$ cat config.mk
export PLATFORM = sky130hd
export DESIGN_NAME = mem_arbiter
export DESIGN_NICKNAME = d
export VERILOG_FILES = /design/src/rtl/mem_arbiter.sv
export SDC_FILE = /design/constraint.sdc
export NUM_CORES = 1
export LEC_CHECK = 0
export ABC_AREA = 1
export ABC_CLOCK_PERIOD_IN_PS = 1900
export BUFFER_PORTS_ARGS = -buffer_cell sky130_fd_sc_hd__buf_2
export CAP_MARGIN = 10
export CORE_MARGIN = 1.5
export CORE_UTILIZATION = 47
export DETAILED_ROUTE_END_ITERATION = 8
export GPL_ROUTABILITY_DRIVEN = 0
export PLACE_DENSITY = 0.81
export SYNTH_ARGS = -nofsm -noshare
export SYNTH_HDL_FRONTEND = slang
export SYNTH_SLANG_ARGS = --single-unit
$ cat constraint.sdc
create_clock -name CLK -period 1.9 [get_ports CLK]
set_clock_uncertainty 0.1 [all_clocks]
set_input_delay 0.285 -clock CLK [delete_from_list [all_inputs] [get_ports CLK]]
set_output_delay 0.285 -clock CLK [all_outputs]
set_load 0.05 [all_outputs]
$ cat src/rtl/mem_arbiter.sv
// rtl/mem_arbiter.sv - single-port RAM arbiter merging instruction fetch and data requests
//
// Purpose:
//   Serialises instruction-fetch (iREN) and data (dREN/dWEN) requests onto one
//   variable-latency RAM port. Data requests take priority over instruction
//   requests. Every access runs IDLE -> IACC/DACC -> RESP -> IDLE, and the
//   arbiter accepts at most one access every three cycles.
//
// Parameters:
//   ADDR_W   address width
//   DATA_W   data word width
//   PERF_W   performance counter width (only with MEM_ARB_PERF_EN)
//
// Ports:
//   CLK, nRST                  clock (rising edge), asynchronous active-low reset
//   iREN, iaddr                instruction read request, held until ihit
//   dREN, dWEN, daddr, dstore  data read/write request, held until dhit
//   ihit, dhit                 one-cycle completion pulses
//   iload, dload               last fetched instruction / loaded data word
//   ramREN, ramWEN             RAM read/write enables
//   ramaddr, ramstore          word-aligned RAM address and write data
//   ramload, ram_ack           RAM read data and one-cycle completion pulse
//   perf_iacc, perf_dacc,      completed-access and RAM wait-cycle counters
//   perf_wait                  (present only when MEM_ARB_PERF_EN is defined)
//
// Optional feature macro: MEM_ARB_PERF_EN

module mem_arbiter #(
    parameter int ADDR_W = 32,
    parameter int DATA_W = 32,
    parameter int PERF_W = 32
) (
    input  logic              CLK,
    input  logic              nRST,
    input  logic              iREN,
    input  logic [ADDR_W-1:0] iaddr,
    input  logic              dREN,
    input  logic              dWEN,
    input  logic [ADDR_W-1:0] daddr,
    input  logic [DATA_W-1:0] dstore,
    output logic              ihit,
    output logic              dhit,
    output logic [DATA_W-1:0] iload,
    output logic [DATA_W-1:0] dload,
    output logic              ramREN,
    output logic              ramWEN,
    output logic [ADDR_W-1:0] ramaddr,
    output logic [DATA_W-1:0] ramstore,
    input  logic [DATA_W-1:0] ramload,
`ifdef MEM_ARB_PERF_EN
    output logic [PERF_W-1:0] perf_iacc,
    output logic [PERF_W-1:0] perf_dacc,
    output logic [PERF_W-1:0] perf_wait,
`endif
    input  logic              ram_ack
);

    localparam logic [1:0] IDLE = 2'd0;
    localparam logic [1:0] IACC = 2'd1;
    localparam logic [1:0] DACC = 2'd2;
    localparam logic [1:0] RESP = 2'd3;

    localparam logic [ADDR_W-1:0] WORD_MASK = {{(ADDR_W-2){1'b1}}, 2'b00};

    logic [1:0] state;

    // The registered RAM outputs double as the captured request: ramaddr,
    // ramstore and ramWEN are loaded once in IDLE and held until ram_ack,
    // so requester inputs changing mid-access have no effect.
    always_ff @(posedge CLK or negedge nRST) begin
        if (!nRST) begin
            state    <= IDLE;
            ihit     <= 1'b0;
            dhit     <= 1'b0;
            iload    <= '0;
            dload    <= '0;
            ramREN   <= 1'b0;
            ramWEN   <= 1'b0;
            ramaddr  <= '0;
            ramstore <= '0;
        end else begin
            ihit <= 1'b0;
            dhit <= 1'b0;
            case (state)
                IDLE: begin
                    if (dREN || dWEN) begin
                        state    <= DACC;
                        ramaddr  <= daddr & WORD_MASK;
                        ramstore <= dstore;
                        ramWEN   <= dWEN;
                        ramREN   <= !dWEN;
                    end else if (iREN) begin
                        state   <= IACC;
                        ramaddr <= iaddr & WORD_MASK;
                        ramREN  <= 1'b1;
                        ramWEN  <= 1'b0;
                    end
                end
                IACC: begin
                    if (ram_ack) begin
                        state  <= RESP;
                        ramREN <= 1'b0;
                        iload  <= ramload;
                        // A fetch withdrawn during the access (flush) still
                        // updates iload but must not report a hit.
                        ihit   <= iREN;
                    end
                end
                DACC: begin
                    if (ram_ack) begin
                        state  <= RESP;
                        ramREN <= 1'b0;
                        ramWEN <= 1'b0;
                        dhit   <= 1'b1;
                        if (ramREN) begin
                            dload <= ramload;
                        end
                    end
                end
                // One dead cycle while the hit pulse is visible, so the
                // requester's still-high enable is never re-accepted.
                RESP:    state <= IDLE;
                default: state <= IDLE;
            endcase
        end
    end

`ifdef MEM_ARB_PERF_EN
    always_ff @(posedge CLK or negedge nRST) begin
        if (!nRST) begin
            perf_iacc <= '0;
            perf_dacc <= '0;
            perf_wait <= '0;
        end else begin
            if (state == IACC && ram_ack) begin
                perf_iacc <= perf_iacc + 1'b1;
            end
            if (state == DACC && ram_ack) begin
                perf_dacc <= perf_dacc + 1'b1;
            end
            if ((state == IACC || state == DACC) && !ram_ack) begin
                perf_wait <= perf_wait + 1'b1;
            end
        end
    end
`endif

endmodule
## Word level (Yosys, flattened, before mapping)

Cells that the tools add are included.

| word-level totals | value |
|---|---|
| flip-flop bits (word level) | 134 |
| logic and storage cells | 46 |

| cells by class | value |
|---|---|
| eq/ne operators | 6 |
| multiplexer cells | 17 |
| reduce and logical (&&, ||, !) cells | 14 |

Operators by type and width:

| operator | count |
|---|---|
| 2-to-1 mux 32 bit | 2 |
| 2-to-1 mux 1 bit | 9 |
| AND reduction 3 bit | 3 |
| AND reduction 2 bit | 4 |
| 2-to-1 mux 2 bit | 3 |
| case mux 2 bit (3 select lines) | 1 |
| nonzero test 2 bit | 3 |
| equality test 2 bit (second input constant) | 2 |
| case mux 1 bit (2 select lines) | 2 |
| != test 3 bit (second input constant) | 1 |
| equality test 2 x 1 -> 1 bit (second input constant) | 1 |
| logical NOT 2 bit | 1 |
| != test 2 x 1 -> 1 bit (second input constant) | 1 |
| != test 2 bit (second input constant) | 1 |
| OR reduction 2 bit | 1 |
| logical NOT 1 bit | 1 |
| logical OR 1 bit | 1 |

## Logic depth before layout (Yosys ltp)

| logic depth | value |
|---|---|
| depth after elaboration | 4 |
| mapped depth | 8 |
| gate-level depth less buffers | 7 |

## Least setup slack after synthesis

Ideal clock, no wire load.

| timing path | value |
|---|---|
| path type | flip-flop to flip-flop |
| start point | register state[0] |
| end point | register dload[0] |
| library setup time | 83 ps |
| arrival time | 1330 ps |
| data required time | 1717 ps |
| slack | 388 ps |
| stages on the path, launching flop included | 9 |
| path buffers | 1 |
| clock period less this slack | 1512 ps |
| cell sequence | dfrtp_1 inv_1 ha_1 nand2_1 inv_1 nand2_1 clkbuf_1 nand2_1 o21ai_0 |

| on the way | value |
|---|---|
| cells in the longest elaborated chain, start to end | 2 |

RTL lines:

| item | RTL line | text |
|---|---|---|
| start, declared | 65 | `logic [1:0] state;` |
| start signal, assigned | 72 | `state <= IDLE;` |
| start signal, assigned | 87 | `state <= DACC;` |
| start signal, assigned | 93 | `state <= IACC;` |
| equality test 2 bit | 84 | `case (state)` |
| AND reduction 3 bit (no line) | n/a |  |
| end signal, assigned | 116 | `dload <= ramload;` |
| end, declared | 44 | `output logic [DATA_W-1:0] dload,` |

No other way between the ends.
A chain may end at the register's enable or synchronous reset.

## Worst setup path in the final report

| timing path | value |
|---|---|
| start point | register state[0] |
| end point | register ramaddr[26] |

| on the way | value |
|---|---|
| cells in the longest elaborated chain, start to end | 2 |

RTL lines:

| item | RTL line | text |
|---|---|---|
| logical NOT 2 bit | 84 |  |
| AND reduction 2 bit (no line) | n/a |  |
| end signal, assigned | 88 | `ramaddr <= daddr & WORD_MASK;` |
| end signal, assigned | 94 | `ramaddr <= iaddr & WORD_MASK;` |
| end, declared | 47 | `output logic [ADDR_W-1:0] ramaddr,` |

No other way between the ends.

==> results.md <==
- Final setup vio count: 0
- Worst Path Arrival: 1.86 ns
- Post-Syn Area: roughly 5700 µm²
- Flops & latches, synth: approximately 130
- Post-layout nets: 1042
- Layout cells sized above 1: between 30% and 40%
- Run status: finished clean
- Die width: roughly 110 µm
- Compound-Gate Fraction of Synth Area: between 10% and 20%
- Worst setup SP type: flip-flop
- Required @ worst endpoint: approximately 2.1 ns
- Power Density: about 2200 nW/µm²
- Synth cell types: 20
- Die height: approximately 110 µm
- First-pass GRT wire length: ~22 mm
- Setup CP Type: flip-flop to flip-flop
- Final Total Pwr: 17.0 mW
- CTS tree: done
- Routed wire length on met2: around 6.6 mm
- Yosys Warn Count: 0
- Core box area: 11900 µm²
- Dominant cell type by area after synthesis: dfrtp_1
- Hold crit path type: input port to flip-flop
- Largest net degree at the start of global routing: between 60 and 70
- Top Layer Used: met4
- Max Cap Viol: 0
- Num CTS Buffers: 17
- Mux cell area share after synthesis: 0%
- DR pass1 iterations: 4
- Post-DR wirelength/cell: approximately 13 µm
- Post-route setup TNS: 0 ns
- Endpoints failing hold: 0
- Largest family of logic cells by synthesized area: compound AO/OA/AOI/OAI gates
- Post-DR vias/cell: ~4.7
- Min Clock Period, post-route: approximately 1.6 ns
- Inserted Diodes: 0
- Most frequent cell after synthesis: nand2_1
- Vias in the first global route: 4663
- XOR/XNOR Fraction of Synth Area: 0%
- Number of buffers added on ports: 259
- Grt ovf: 0
- Pleak: around 4.4 nW
- Synth Instances: 649
- H-tree level count: 4
- Synth Area per Inst: about 9 µm²
- CP Max Fanout: 60
- Most frequent cells after synthesis: 200 x nand2_1, 132 x dfrtp_1, 130 x o21ai_0, 103 x inv_1, 30 x o21ai_2
- Max Slew Vio Count: 0
- Post-route DRC: 0
- Wl on met1: 5.54 mm
- Post-CTS resize count: 0
- Overall Global Routing Usage: a little over a fifth
- DIE AREA: 12800 µm²
- Area contributors post-synth: dfrtp_1 58%, nand2_1 13%, o21ai_0 11%
- Achievable frequency: between 600 and 700 MHz
- Antenna viol nets, final: 0
- Async SR Flop Fraction: between 90% and 100%
- Simple-Gate Fraction of Synth Area: 13.9%
- Layout Area Growth over Synthesis: 36.0%
- Root Buffer: clkbuf_16
- Post-synth EDFFs: 0
- # rows: 40
- Final WL: approximately 13 mm
- Synth Flop Type: dfrtp_1
- Routed wl met3: between 1 and 1.5 mm
- Clock slew at reported path FFs: 0.06 ns
- DR iter-0 viols: between 300 and 400
- Vias: roughly 5000
- Max VDD drop: roughly 1.2 mV
- RSZ-0062 raised after global routing: false
- Finished Core Util: 65.2%
- IO Pins: approximately 270
- Clk_lat worst skew: ~0.4 ns
- Initial core utilization: between 40% and 50%
- Period utilisation layout: a little under nine tenths
- Synth top area share: between 50 and 60%
- Seq/Total Area, Yosys: between 50 and 60%
- # clock sinks: roughly 130
- Synth Area in Adders: under 10%
- Nature of the critical path endpoint: flip-flop
- Initial antenna violation count: 0
- Clk buf depth: 2
- Hpwl dp: around 9.8 mm
==> critical path, cell delays in order, from the launching register on <==
cell and delay (ns):
dfrtp_1 0.42, inv_1 0.12, ha_1 0.17, inv_1 0.08, a21oi_4 0.15, buf_12 0.29
nand2_1 0.12, o21ai_2 0.07
==> repair_timing <==
item                                   4_1_cts  5_1_grt
hold buffers                                 1        0
endpoints found under the hold margin       30        0
setup buffers                                0        0
==> sequential cells by signal, indices dropped and copies added (netlist names) <==
| name | count |
|---|---|
| dload | 32 |
| iload | 32 |
| ramstore | 32 |
| ramaddr | 30 |
| state | 2 |
| dhit | 1 |
| ihit | 1 |
| ramREN | 1 |
| ramWEN | 1 |
==> kinds of logic (layout without fill, tap and decap cells) <==
| family | after synthesis | in the layout |
|---|---|---|
| compound gates | 163 | 163 |
| buf+inv | 140 | 406 |
| simple gates | 208 | 208 |
| other cells | 1 | 2 |
| flops | 132 | 132 |
| fa+ha+maj | 5 | 5 |
==> through the flow <==
stage | hold slack, ns | instances | cell area [µm²] | setup slack, ns
after global routing | 0.0107 | 1063 | 7760 | 0.169
final | 0.0163 | 1063 | 7760 | 0.275
after detailed placement | 0.148 | 1030 | 7130 | 0.297
after floorplan | -0.111 | 650 | 5710 | 0.388
after CTS | 0.00260 | 1063 | 7760 | 0.282
after global placement | 0.145 | 1030 | 7130 | 0.370
==> where the power goes <==
group	internal [mW]	switching (mW)
clock network	2.12	1.23
logic	1.98	6.88
registers	4.15	0.685
==> metal layers <==
| metal | up-vias | global-route usage [%] |
|---|---|---|
| met2 | 200 | 36.3 |
| met4 | 0 | 8.50 |
| li1 | 2506 | - |
| met5 | - | 0 |
| met3 | 16 | 6.48 |
| met1 | 2238 | 26.4 |
==> placed cells by master, fill, tap and decap left out, drive strengths merged, types with 3 or more instances in the layout <==
master and instances:
buf 270, clkbuf 19, clkinv 4, o21ai 161, inv 107, dfrtp 132, ha 5, nor2 5
nand2 200, bufinv 3
==> path summary, 6_finish.rpt <==
| path | startpoint | endpoint | slack, ns | depth (start not counted) |
|---|---|---|---|---|
| hold reg to reg | ramWEN | ramWEN | 0.37 | 2 |
| hold / removal | dstore[22] | ramstore[22] | 0.02 | 3 |
| setup reg to reg | state[0] | ramaddr[26] | 0.27 | 7 |
| max in group asynchronous | nRST | ramstore[2] | 0.82 | 3 |
| setup / recovery | state[0] | ramaddr[26] | 0.27 | 7 |
| min in group asynchronous | nRST | dload[25] | 0.26 | 2 |
==> final cells by class <==
cell class	count	area [µm²]
Clock inverter	13	174
Multi-Input combinational cell	378	1820
Fill cell	1025	4150
Inverter	103	387
Timing Repair Buffer	271	1450
Sequential cell	132	3300
Tap cell	147	184
Clock buffer	19	443
No activity file was read; power rests on OpenSTA's default activity.
